$ cat src/rtl/guess_input_conditioner.sv
// Input conditioner for the guessing game: synchronizes the raw key and switches, debounces the key,
// and emits one oBtn pulse per accepted press together with a switch snapshot and a press count.
module guess_input_conditioner #(
  parameter int DEBOUNCE_CYCLES = 1000000,
  parameter int CNT_W           = 20
) (
  input  logic       iClk,
  input  logic       iRst_n,
  input  logic       iKey_n,
  input  logic [9:0] iSwitch,
  output logic       oBtn,
  output logic [9:0] oSwitch,
  output logic       oBusy,
  output logic [7:0] oPressCnt
);

  typedef enum logic [2:0] {
    IDLE,
    PRESS_WAIT,
    FIRE,
    HELD,
    RELEASE_WAIT
  } state_e;

  localparam logic [CNT_W-1:0] CNT_LAST = CNT_W'(DEBOUNCE_CYCLES - 1);

  state_e           state_q, state_d;
  logic [CNT_W-1:0] cnt_q, cnt_d;
  logic             key_meta_q, key_s_q;
  logic [9:0]       sw_meta_q, sw_s_q;
  logic [9:0]       sw_cap_q;
  logic [7:0]       press_cnt_q;

  always_comb begin
    state_d = state_q;
    cnt_d   = cnt_q;
    unique case (state_q)
      IDLE: begin
        if (!key_s_q) begin
          state_d = PRESS_WAIT;
          cnt_d   = '0;
        end
      end
      PRESS_WAIT: begin
        if (key_s_q) begin
          state_d = IDLE;
          cnt_d   = '0;
        end else if (cnt_q == CNT_LAST) begin
          state_d = FIRE;
        end else begin
          cnt_d = cnt_q + 1'b1;
        end
      end
      FIRE: begin
        state_d = HELD;
      end
      HELD: begin
        if (key_s_q) begin
          state_d = RELEASE_WAIT;
          cnt_d   = '0;
        end
      end
      RELEASE_WAIT: begin
        if (!key_s_q) begin
          state_d = HELD;
          cnt_d   = '0;
        end else if (cnt_q == CNT_LAST) begin
          state_d = IDLE;
        end else begin
          cnt_d = cnt_q + 1'b1;
        end
      end
      default: begin
        state_d = IDLE;
        cnt_d   = '0;
      end
    endcase
  end

  always_ff @(posedge iClk or negedge iRst_n) begin
    if (!iRst_n) begin
      state_q     <= IDLE;
      cnt_q       <= '0;
      key_meta_q  <= 1'b1;
      key_s_q     <= 1'b1;
      sw_meta_q   <= '0;
      sw_s_q      <= '0;
      sw_cap_q    <= '0;
      press_cnt_q <= '0;
    end else begin
      key_meta_q <= iKey_n;
      key_s_q    <= key_meta_q;
      sw_meta_q  <= iSwitch;
      sw_s_q     <= sw_meta_q;
      state_q    <= state_d;
      cnt_q      <= cnt_d;
      // Snapshot and count on the edge that enters FIRE so they are valid alongside oBtn.
      if (state_d == FIRE) begin
        sw_cap_q    <= sw_s_q;
        press_cnt_q <= press_cnt_q + 8'd1;
      end
    end
  end

  assign oBtn      = (state_q == FIRE);
  assign oBusy     = (state_q != IDLE);
  assign oSwitch   = sw_cap_q;
  assign oPressCnt = press_cnt_q;

endmodule

$ cat config.mk
export PLATFORM = sky130hd
export DESIGN_NAME = guess_input_conditioner
export DESIGN_NICKNAME = d
export VERILOG_FILES = /design/src/rtl/guess_input_conditioner.sv
export SDC_FILE = /design/constraint.sdc
export NUM_CORES = 1
export LEC_CHECK = 0
export BUFFER_PORTS_ARGS = -buffer_cell sky130_fd_sc_hd__buf_2
export CAP_MARGIN = 20
export CORE_MARGIN = 5
export CORE_UTILIZATION = 61
export DETAILED_ROUTE_END_ITERATION = 16
export GPL_ROUTABILITY_DRIVEN = 0
export PLACE_DENSITY = 0.87
export SYNTH_ARGS = -nofsm -noshare
export SYNTH_HDL_FRONTEND = slang
export SYNTH_SLANG_ARGS = --single-unit
$ cat constraint.sdc
create_clock -name iClk -period 4.9 [get_ports iClk]
set_input_delay 0.98 -clock iClk [delete_from_list [all_inputs] [get_ports iClk]]
set_output_delay 0.98 -clock iClk [all_outputs]
set_load 0.01 [all_outputs]
# --- Yosys cells after proc, flatten, opt, wreduce, memory -nomap -nowiden ---
# Cells that the tools add are included.
totals:
  output_inout_bits: 20
  ff_bits: 63
  inputBits: 13
  wordCells: 35
classes:
  addsub: 2
  bitwise: 1
  n_eq_ne: 8
  n_mux: 13
  n_reduce_logical: 3
ops:
  columns: ["cell", "n"]
  rows:
  - ["$mux 20", 5]
  - ["$pmux 20 s5", 1]
  - ["$add 20x1->20 const B", 1]
  - ["$eq 20x20->1 const B", 1]
  - ["$mux 3", 6]
  - ["$pmux 3 s5", 1]
  - ["$eq 3x2->1 const B", 3]
  - ["$add 8x1->8 const B", 1]
  - ["$ne 2x2->1 const B", 2]
  - ["$eq 3x1->1 const B", 1]
  - ["$eq 3x3->1 const B", 1]
  - ["$logic_not 3->1", 1]
  - ["$reduce_and 3->1", 1]
  - ["$reduce_bool 3->1", 1]
  - ["$not 1->1", 1]

# --- Depth between registers and ports, before layout ---
# Gate-level depths: netlist (run 1).
depth:
  depth_word: 5
  ltp_mapped: 8
  ltp_nobuf: 6

# --- Least setup slack after synthesis (run 1) ---
# Ideal clock, no wire load.
synth_timing:
  path_kind: "reg2out"
  from: "reg state_q[1]"
  to: "out oBtn"
  t_required_ps: 3920
  path_stages_with_launch: 4
  n_path_buf: 1
  t_arrival_ps: 1030
  setup_slack_ps: 2890
  cell_sequence: "dfrtp_1 > clkbuf_1 > inv_1 > nor3_1"
synth_via:
  elab_chain_cells: 1
synth_rtl:
  columns: ["element", "line_no", "text"]
  rows:
  - ["start, declared", "27", "state_e state_q, state_d;"]
  - ["start signal, assigned", "95", "state_q <= state_d;"]
  - ["$eq 3x2->1", "105", "assign oBtn = (state_q == FIRE);"]
  - ["end, declared", "11", "output logic oBtn,"]
# No other way between the ends.

# --- Worst setup path after layout (run 1) ---
layout_timing:
  from: "reg state_q[2]"
  to: "out oBusy"
layout_via:
  elab_chain_cells: 1
layout_rtl:
  columns: ["element", "line_no", "text"]
  rows:
  - ["$reduce_bool 3->1", "106", "assign oBusy = (state_q != IDLE);"]
  - ["end, declared", "13", "output logic oBusy,"]
# No other way between the ends.

==> flow_metrics.env, run 1 <==
export IMPL_cts_hold_buf=0
export IMPL_max_freq_mhz=423
export IMPL_cp_max_fo=13
export IMPL_highest_layer="met4"
export IMPL_synth_largest_area_cell="dfrtp_1"
export IMPL_clk_pin_slew_ns=0.07
export IMPL_firstDrtPassIters=4
export IMPL_synth_nets=244
export IMPL_timing_rr_start="cnt_q[0]"
export IMPL_cp_num_buf_inv=1
export IMPL_fp_dieW_um=76.2
export IMPL_ir_drop_mv=0.186
export IMPL_initial_utilization=0.622
export IMPL_grt_setup_unrepaired="false"
export IMPL_startpoint_type="flip-flop"
export IMPL_finish_instance_area_um2=3050
export IMPL_rows=24
export IMPL_hold_depth=0
export IMPL_grtUsageTotal=0.184
export IMPL_yosysUniqueCellTypes=45
export IMPL_synth_cells=229
export IMPL_outcome="finished, final reports clean"
export IMPL_area_growth_syn_to_layout_pct=14.0
export IMPL_skew_ns=0.00682
export IMPL_coreArea_um2=4290
export IMPL_wl_met2_um=2380
export IMPL_wl_met1_um=2130
export IMPL_cts_buffers=9
export IMPL_slew_headroom=0.403
export IMPL_dp_hpwl_um=3330
export IMPL_path_delay_family="flip-flops"
export IMPL_fin_tns_setup_ns=0
export IMPL_max_cap_violations=0
export IMPL_hold_start="sw_meta_q[8]"
export IMPL_ant_nets=0
export IMPL_p_per_area_nw_per_um2=339
export IMPL_critPathMaxStageDelay_ns=0.50
export IMPL_crit_start="state_q[2]"
export IMPL_root_buffer="clkbuf_8"
export IMPL_crit_arrival_ns=1.39
export IMPL_avgSynthCellArea_um2=11.7
export IMPL_synth_top_area_frac=0.571
export IMPL_wirelength_um=4900
export IMPL_die_area_um2=5800
export IMPL_hold_violations=0
export IMPL_synth_area_top_cells="dfrtp_1 (57%), mux2_2 (4.6%), o21ai_0 (2.8%)"
export IMPL_final_common_cell="dfrtp_1"
export IMPL_drt_iter0_markers=111
export IMPL_final_nets=276
export IMPL_post_cts_buffers=0
export IMPL_crit_path_cell_trace="or3_1, buf_2"
export IMPL_n_antenna_cell=0
export IMPL_htree_levels=3
export IMPL_path_class="reg2out"
export IMPL_post_drt_via_cell_ratio=5.90
export IMPL_setup_viol=0
export IMPL_tritoncts="done"
export IMPL_grt_pass1_wl_um=8520
export IMPL_die_h_um=76.2
export IMPL_dr_wl_met3_um=310
export IMPL_nFillCells=308
export IMPL_ys_warn_count=0
export IMPL_antenna_found_initial=0
export IMPL_r2r_cells=6
export IMPL_placement_io_buffers=32
export IMPL_r2r_setup_slack_ns=2.57
export IMPL_p_leak_nw=1.42
export IMPL_grt_max_degree=64
export IMPL_endpoint_kind="output port"
export IMPL_io_pins=33
export IMPL_final_seq_area_um2=1580
export IMPL_drcViolationCount=0
export IMPL_clkLatencyLatePin_ns=0.33
export IMPL_layout_common_cells="dfrtp_1 (61), buf_2 (32), nor2_1 (18)"
export IMPL_fin_crit_sh=0.483
export IMPL_wl_per_cell_um=15.5
export IMPL_slowest_stage="dfrtp_1"
export IMPL_placed_cell_area_um2=2850
export IMPL_grt_pass1_vias=1800
export IMPL_cts_sinks=63
export IMPL_synth_area_um2=2670
export IMPL_cp_depth=2
export IMPL_final_max_slew_viol_count=0
export IMPL_multi_input_area_um2=1020
export IMPL_worstMarginPinSlew_ns=0.889
export IMPL_synth_seq_area_share=0.591
export IMPL_grt_ovfl_total=0
export IMPL_worstPathRequired_ns=3.92
export IMPL_clockBufferDepth=2
export IMPL_hold_class="reg2reg"
export IMPL_num_vias=1869
export IMPL_cts_resized=0
export IMPL_drive_gt1_frac=0.253
export IMPL_ys_ff_latch=63
export IMPL_period_needed_ns=2.37
==> state kept, by name (all words and copies together), names as in the netlist <==
signal	flops
key_s_q	1
oSwitch	10
sw_s_q	10
sw_meta_q	10
cnt_q	20
state_q	3
key_meta_q	1
oPressCnt	8
==> per-stage QoR <==
stage / hold slack [ns] / total power, mW / cells / utilization / setup slack, ns
floorplan: 0.331 / 0.577 / 229 / - / 2.89
global placement: 0.332 / 0.599 / 302 / 0.663 / 2.70
detailed placement: 0.335 / 0.600 / 302 / 0.663 / 2.57
CTS: 0.349 / 1.04 / 317 / 0.709 / 2.52
global route: 0.353 / 1.08 / 317 / 0.709 / 2.36
finish: 0.343 / 1.03 / 317 / 0.709 / 2.53
==> layer usage <==
layer	up-vias	global-route usage
met5	-	0
met4	0	0.0699
met3	7	0.0674
met2	48	0.284
met1	923	0.238
li1	891	-
==> worst reg2reg max path, cell delays in order, from the launching register on <==
cell and delay (ns):
dfrtp_1 0.41, ha_1 0.21, nand3_2 0.09, or2_1 0.35, nor3_4 0.71, nand4_1 0.24, xnor2_1 0.23
==> kinds of logic after synthesis <==
kind of cell / count (synthesis) / share of synthesized area
compound gates: 43 / 0.101
xor+xnor: 13 / 0.0426
fa+ha+maj: 2 / 0.00937
buf+inv: 16 / 0.0281
flops: 63 / 0.591
mux: 11 / 0.0464
simple gates: 81 / 0.181
==> cell usage after synthesis (all sizes together) <==
cell and instances:
a211oi 2, a21o 2, a21oi 7, a22o 1, a31oi 3, a32oi 1
a41oi 2, and2 3, and3 5, and4 1, and4bb 1, buf 7
clkbuf 6, dfrtp 61, dfstp 2, ha 2, inv 3, mux2 11
nand2 11, nand3 9, nand3b 2, nand4 11, nor2 18, nor2b 2
nor3 6, nor4b 1, nor4bb 1, o211ai 2, o21a 1, o21ai 16
o31ai 3, o32ai 1, o41ai 2, or2 2, or3 5, or3b 1
or4 2, xnor2 7, xor2 6
==> cell type report <==
class,count,area share
tap,52,0.0214
multi-input combinational,150,0.334
timing repair buffer,34,0.0575
sequential,63,0.518
inverter,3,0.00370
clock inverter,3,0.0140
clock buffer,12,0.0509
==> path summary, 6_finish.rpt <==
kind,to
worst max-delay path,oBusy
worst min-delay path,sw_s_q[8]
worst max register to register,oPressCnt[3]
worst min register to register,sw_s_q[8]
max in group asynchronous,state_q[0]
min in group asynchronous,oPressCnt[3]
==> report_power, final <==
group | leakage [nW] | internal, mW | switching [mW]
Sequential | 0.822 | 0.535 | 0.00976
Combinational | 0.498 | 0.0158 | 0.0292
Clock | 0.0985 | 0.259 | 0.184
Note: power is estimated with default switching activity, not from simulation.
==> run 2: changes to the inputs <==
--- a/config.mk
+++ b/config.mk
@@ -5,13 +5,14 @@
 export SDC_FILE = /design/constraint.sdc
 export NUM_CORES = 1
 export LEC_CHECK = 0
+export ABC_AREA = 1
 export BUFFER_PORTS_ARGS = -buffer_cell sky130_fd_sc_hd__buf_2
 export CAP_MARGIN = 20
 export CORE_MARGIN = 5
-export CORE_UTILIZATION = 61
+export CORE_UTILIZATION = 58
 export DETAILED_ROUTE_END_ITERATION = 16
 export GPL_ROUTABILITY_DRIVEN = 0
-export PLACE_DENSITY = 0.87
+export PLACE_DENSITY = 0.83
 export SYNTH_ARGS = -nofsm -noshare
 export SYNTH_HDL_FRONTEND = slang
 export SYNTH_SLANG_ARGS = --single-unit
==> constraint.sdc (replaced) <==
create_clock -name iClk -period 2.45 [get_ports iClk]
set_input_delay 0.49 -clock iClk [delete_from_list [all_inputs] [get_ports iClk]]
set_output_delay 0.49 -clock iClk [all_outputs]
set_load 0.01 [all_outputs]
==> run 2 against run 1 <==
Critical path type is now reg2reg. Die area grew 20%. Final area grew 16%. Critical endpoint is now oPressCnt[2]. Area after synthesis grew 17%. Synthesized cell count grew 75%. Via count grew 53%. Critical path depth grew 6. Hold slack lost 0.099 ns. Sequential power grew 100%. First-iteration DRC count grew to 2.5 times the previous value. Clock power grew 80%. Utilization shrank 2.5 points.
==> flow_metrics.env, run 2 <==
export IMPL_grt_pass1_wl_um=12800
export IMPL_firstDrtPassIters=5
export IMPL_synth_area_top_cells="dfrtp_1 (49%), nand2_1 (16%), nand3_1 (6.9%)"
export IMPL_dp_cells=498
export IMPL_area_growth_syn_to_layout_pct=12.9
export IMPL_cts_hold_buf=0
export IMPL_ys_dominant_reg_cell="dfrtp_1"
export IMPL_drive_gt1_frac=0.155
export IMPL_fin_tns_setup_ns=0
export IMPL_grt_pass1_vias=2880
export IMPL_io_pins=33
export IMPL_r2r_setup_slack_ns=0.39
export IMPL_max_cap_violations=0
export IMPL_cts_sinks=63
export IMPL_worstMarginPinSlew_ns=0.770
export IMPL_clockBufferDepth=2
export IMPL_outcome="finished, final reports clean"
export IMPL_avgSynthCellArea_um2=7.84
export IMPL_synth_nets=415
export IMPL_r2r_cells=8
export IMPL_htree_levels=3
export IMPL_grt_max_degree=64
export IMPL_grt_ovfl_total=0
export IMPL_synth_fa_ha_area_frac=0.00798
export IMPL_die_h_um=83.5
export IMPL_drt_iter0_markers=279
export IMPL_ys_warn_count=0
export IMPL_coreArea_um2=5170
export IMPL_synth_top_family_by_area="simple AND/OR/NAND/NOR gates"
export IMPL_largest_reg_flops=20
export IMPL_wl_per_cell_um=14.5
export IMPL_muxShareOfSynthArea=0
export IMPL_dp_hpwl_um=5220
export IMPL_startpoint_type="flip-flop"
export IMPL_endpoint_kind="flip-flop"
export IMPL_grtUsageTotal=0.229
export IMPL_synth_edf_count=0
export IMPL_final_max_slew_viol_count=0
export IMPL_synth_compound_area_frac=0.0383
export IMPL_p_leak_nw=1.83
export IMPL_post_drt_via_cell_ratio=5.56
export IMPL_ant_nets=0
export IMPL_synth_xor_area_share=0.0112
export IMPL_finish_instance_area_um2=3540
export IMPL_synth_area_um2=3130
export IMPL_drcViolationCount=0
export IMPL_ys_ff_latch=63
export IMPL_hold_class="in2reg"
export IMPL_fin_crit_sh=0.843
export IMPL_synth_most_common_cell="nand2_1"
export IMPL_num_vias=2858
export IMPL_hold_depth=1
export IMPL_final_nets=454
export IMPL_ir_drop_mv=0.544
export IMPL_max_freq_mhz=484
export IMPL_synth_seq_area_share=0.504
export IMPL_synth_top_area_frac=0.487
export IMPL_period_needed_ns=2.06
export IMPL_final_common_cell="nand2_1"
export IMPL_yosysUniqueCellTypes=31
export IMPL_fin_cells=514
export IMPL_p_per_area_nw_per_um2=571
export IMPL_hold_violations=0
export IMPL_initial_utilization=0.606
export IMPL_clkLatencyLatePin_ns=0.35
export IMPL_die_area_um2=6970
export IMPL_placed_cell_area_um2=3360
export IMPL_nFillCells=414
export IMPL_root_buffer="clkbuf_8"
export IMPL_setup_viol=0
export IMPL_grt_setup_unrepaired="false"
export IMPL_skew_ns=0.0147
export IMPL_fp_dieW_um=83.5
export IMPL_synth_common_cells="nand2_1 (134), dfrtp_1 (61), nor2_1 (45)"
export IMPL_top_register="cnt_q"
export IMPL_post_cts_buffers=0
export IMPL_cts_buffers=9
export IMPL_worstPathRequired_ns=2.69
export IMPL_rows=26
export IMPL_layout_common_cells="nand2_1 (134), dfrtp_1 (61), nor2_1 (45)"
export IMPL_path_class="reg2reg"
export IMPL_n_antenna_cell=0
export IMPL_clk_pin_slew_ns=0.07
export IMPL_crit_arrival_ns=2.31
export IMPL_antenna_found_initial=0
export IMPL_cts_resized=0
export IMPL_synth_largest_area_cell="dfrtp_1"
export IMPL_wirelength_um=7460
export IMPL_synthSimpleGateAreaFrac=0.372
export IMPL_placement_io_buffers=32
export IMPL_slew_headroom=0.487
export IMPL_synth_cells=400
export IMPL_cp_max_fo=16
export IMPL_tritoncts="done"
export IMPL_ys_async_sr_fraction=1.00
## run 2: cell type report
class | instances | area [um2] | area share
Inverter | 43 | 163 | 0.0460
Clock buffer | 9 | 124 | 0.0350
Clock inverter | 7 | 48.8 | 0.0138
Tap cell | 70 | 87.6 | 0.0248
Sequential cell | 63 | 1580 | 0.446
Multi-Input combinational cell | 286 | 1350 | 0.380
Timing Repair Buffer | 36 | 190 | 0.0538
## run 2: final timing paths
check	endpoint	start
worst max register to register	oPressCnt[2]	cnt_q[0]
worst min-delay path	key_meta_q	iKey_n
max in group asynchronous	cnt_q[17]	iRst_n
min in group asynchronous	cnt_q[9]	iRst_n
worst min register to register	sw_s_q[2]	sw_meta_q[2]
worst max-delay path	oPressCnt[2]	cnt_q[0]
## run 2: through the flow
stage,setup slack [ns],utilization,power (mW),hold slack (ns)
after floorplan,0.874,-,1.18,0.194
after global placement,0.586,0.650,1.24,0.332
after detailed placement,0.470,0.650,1.24,0.335
after CTS,0.414,0.684,2.04,0.233
after global routing,0.227,0.684,2.11,0.230
final,0.386,0.684,2.02,0.243
## run 2: power by group
part | leakage, nW | internal (mW) | total [mW] | switching, mW
combinational | 0.915 | 0.0372 | 0.132 | 0.0949
sequential | 0.823 | 1.07 | 1.09 | 0.0218
clock | 0.0894 | 0.367 | 0.797 | 0.430
## run 2: layer usage
metal | GRT usage | routed length (um) | vias to the layer above
met2 | 0.372 | 3740 | 132
met4 | 0.0877 | 129 | 0
met3 | 0.0691 | 601 | 18
li1 | - | - | 1365
met1 | 0.288 | 2990 | 1343
met5 | 0 | 0 | -
## run 2: cells by family after synthesis
logic type | count (synthesis)
compound gates | 20
xor+xnor | 4
simple gates | 260
buf+inv | 51
fa+ha+maj | 2
flops | 63
## run 2: worst max-delay path, cell delays in order (launching register included)
cell and delay (ns):
dfrtp_1 0.44, ha_1 0.35, nand3_4 0.15, clkinv_2 0.10
nand3_2 0.12, nor3_4 0.51, nand2_1 0.14, nand2_1 0.10
nand2_1 0.05
==> run 3: changes to the inputs <==
==> constraint.sdc (replaced) <==
create_clock -name iClk -period 2.1 [get_ports iClk]
set_input_delay 0.42 -clock iClk [delete_from_list [all_inputs] [get_ports iClk]]
set_output_delay 0.42 -clock iClk [all_outputs]
set_load 0.01 [all_outputs]
==> run 3 against run 2 <==
Maximum frequency is 12% higher. Utilization up 1.8 points. First-iteration DRC count is 20% lower. Clock skew shrank 0.0043 ns. Critical path depth unchanged. Final area rose by 2.6%. Final cell count is 0.58% higher. Combinational power grew 22%. Flip-flop and latch count did not move. Sequential power is 17% higher.
==> flow_metrics.env, run 3 (synthesis gave the netlist of run 2 again) <==
export IMPL_cts_resized=0
export IMPL_fin_crit_sh=0.879
export IMPL_cp_depth=8
export IMPL_period_needed_ns=1.85
export IMPL_placed_cell_area_um2=3390
export IMPL_setup_viol=0
export IMPL_placement_io_buffers=32
export IMPL_root_buffer="clkbuf_8"
export IMPL_critPathMaxStageDelay_ns=0.44
export IMPL_crit_path_cell_trace="ha_1, nand3_4, clkinv_2, nand3_2, nor2_4, nand2_4, o21ai_0, nand2_1"
export IMPL_clockBufferDepth=2
export IMPL_wl_met2_um=3320
export IMPL_endpoint_kind="flip-flop"
export IMPL_slowest_stage="dfrtp_1"
export IMPL_cp_num_buf_inv=1
export IMPL_num_vias=2821
export IMPL_dp_cells=500
export IMPL_largest_reg_flops=20
export IMPL_fin_tns_setup_ns=0
export IMPL_hold_class="in2reg"
export IMPL_r2r_cells=8
export IMPL_max_freq_mhz=542
export IMPL_crit_arrival_ns=2.09
export IMPL_drcViolationCount=0
export IMPL_wl_met1_um=3090
export IMPL_final_common_cell="nand2_1"
export IMPL_post_cts_buffers=0
export IMPL_clkLatencyLatePin_ns=0.35
export IMPL_final_seq_area_um2=1580
export IMPL_grtUsageTotal=0.217
export IMPL_worstPathRequired_ns=2.34
export IMPL_firstDrtPassIters=5
export IMPL_max_cap_violations=0
export IMPL_area_growth_syn_to_layout_pct=15.8
export IMPL_layout_common_cells="nand2_1 (134), dfrtp_1 (61), nor2_1 (45)"
export IMPL_grt_setup_unrepaired="false"
export IMPL_fp_dieW_um=83.5
export IMPL_grt_ovfl_total=0
export IMPL_cts_sinks=63
export IMPL_tritoncts="done"
export IMPL_outcome="finished, final reports clean"
export IMPL_die_area_um2=6970
export IMPL_power_mw=2.65
export IMPL_antenna_found_initial=0
export IMPL_p_leak_nw=1.87
export IMPL_cp_max_fo=17
export IMPL_coreArea_um2=5170
export IMPL_wirelength_um=7120
export IMPL_final_nets=457
export IMPL_nFillCells=394
export IMPL_top_register="cnt_q"
export IMPL_path_delay_family="simple AND/OR/NAND/NOR gates"
export IMPL_drt_iter0_markers=223
export IMPL_startpoint_type="flip-flop"
export IMPL_skew_ns=0.0103
export IMPL_highest_layer="met4"
export IMPL_multi_input_area_um2=1350
export IMPL_post_drt_via_cell_ratio=5.46
export IMPL_wl_per_cell_um=13.8
export IMPL_rows=26
export IMPL_ant_nets=0
export IMPL_grt_max_degree=32
export IMPL_path_class="reg2reg"
export IMPL_final_max_slew_viol_count=0
export IMPL_n_antenna_cell=0
export IMPL_htree_levels=3
export IMPL_io_pins=33
export IMPL_fin_cells=517
export IMPL_initial_utilization=0.606
export IMPL_drive_gt1_frac=0.159
export IMPL_hold_depth=1
export IMPL_slew_headroom=0.622
export IMPL_whs_ns=0.170
export IMPL_dp_hpwl_um=5010
export IMPL_clk_pin_slew_ns=0.08
export IMPL_cts_buffers=9
export IMPL_die_h_um=83.5
export IMPL_ir_drop_mv=0.702
export IMPL_grt_pass1_vias=2662
export IMPL_p_per_area_nw_per_um2=729
export IMPL_hold_violations=0
export IMPL_worstMarginPinSlew_ns=0.564
export IMPL_finish_instance_area_um2=3630
export IMPL_grt_pass1_wl_um=12000
export IMPL_dr_wl_met3_um=527
export IMPL_cts_hold_buf=1
## run 3: layout make-up
| type | count | share of cell area |
|---|---|---|
| repair buffers | 39 | 0.0627 |
| clock inverters | 7 | 0.0286 |
| clock buffers | 9 | 0.0341 |
| flip-flops and latches | 63 | 0.435 |
| well taps | 70 | 0.0241 |
| multi-input cells | 286 | 0.371 |
| inverters | 43 | 0.0448 |
## run 3: power by group
| part | switching, mW | internal [mW] |
|---|---|---|
| clock | 0.529 | 0.684 |
| sequential | 0.0247 | 1.25 |
| combinational | 0.112 | 0.0486 |
## run 3: per-stage QoR
stage,util,setup slack [ns]
detailed placement,0.656,0.266
CTS,0.702,0.257
finish,0.702,0.255
global placement,0.656,0.358
global route,0.702,0.109
floorplan,-,0.524
## run 3: worst paths after layout
kind                                     end  slack (ns)          from
worst min register to register     sw_s_q[4]        0.35  sw_meta_q[4]
min in group asynchronous          cnt_q[19]        0.49        iRst_n
worst max-delay path            oPressCnt[3]        0.25      cnt_q[0]
worst min-delay path              key_meta_q        0.17        iKey_n
max in group asynchronous         key_meta_q        0.97        iRst_n
worst max register to register  oPressCnt[3]        0.25      cnt_q[0]
## run 3: per-layer routing
layer / vias to the layer above / GRT usage
li1: 1373 / -
met1: 1315 / 0.283
met2: 109 / 0.330
met3: 24 / 0.0711
met4: 0 / 0.0965
met5: - / 0
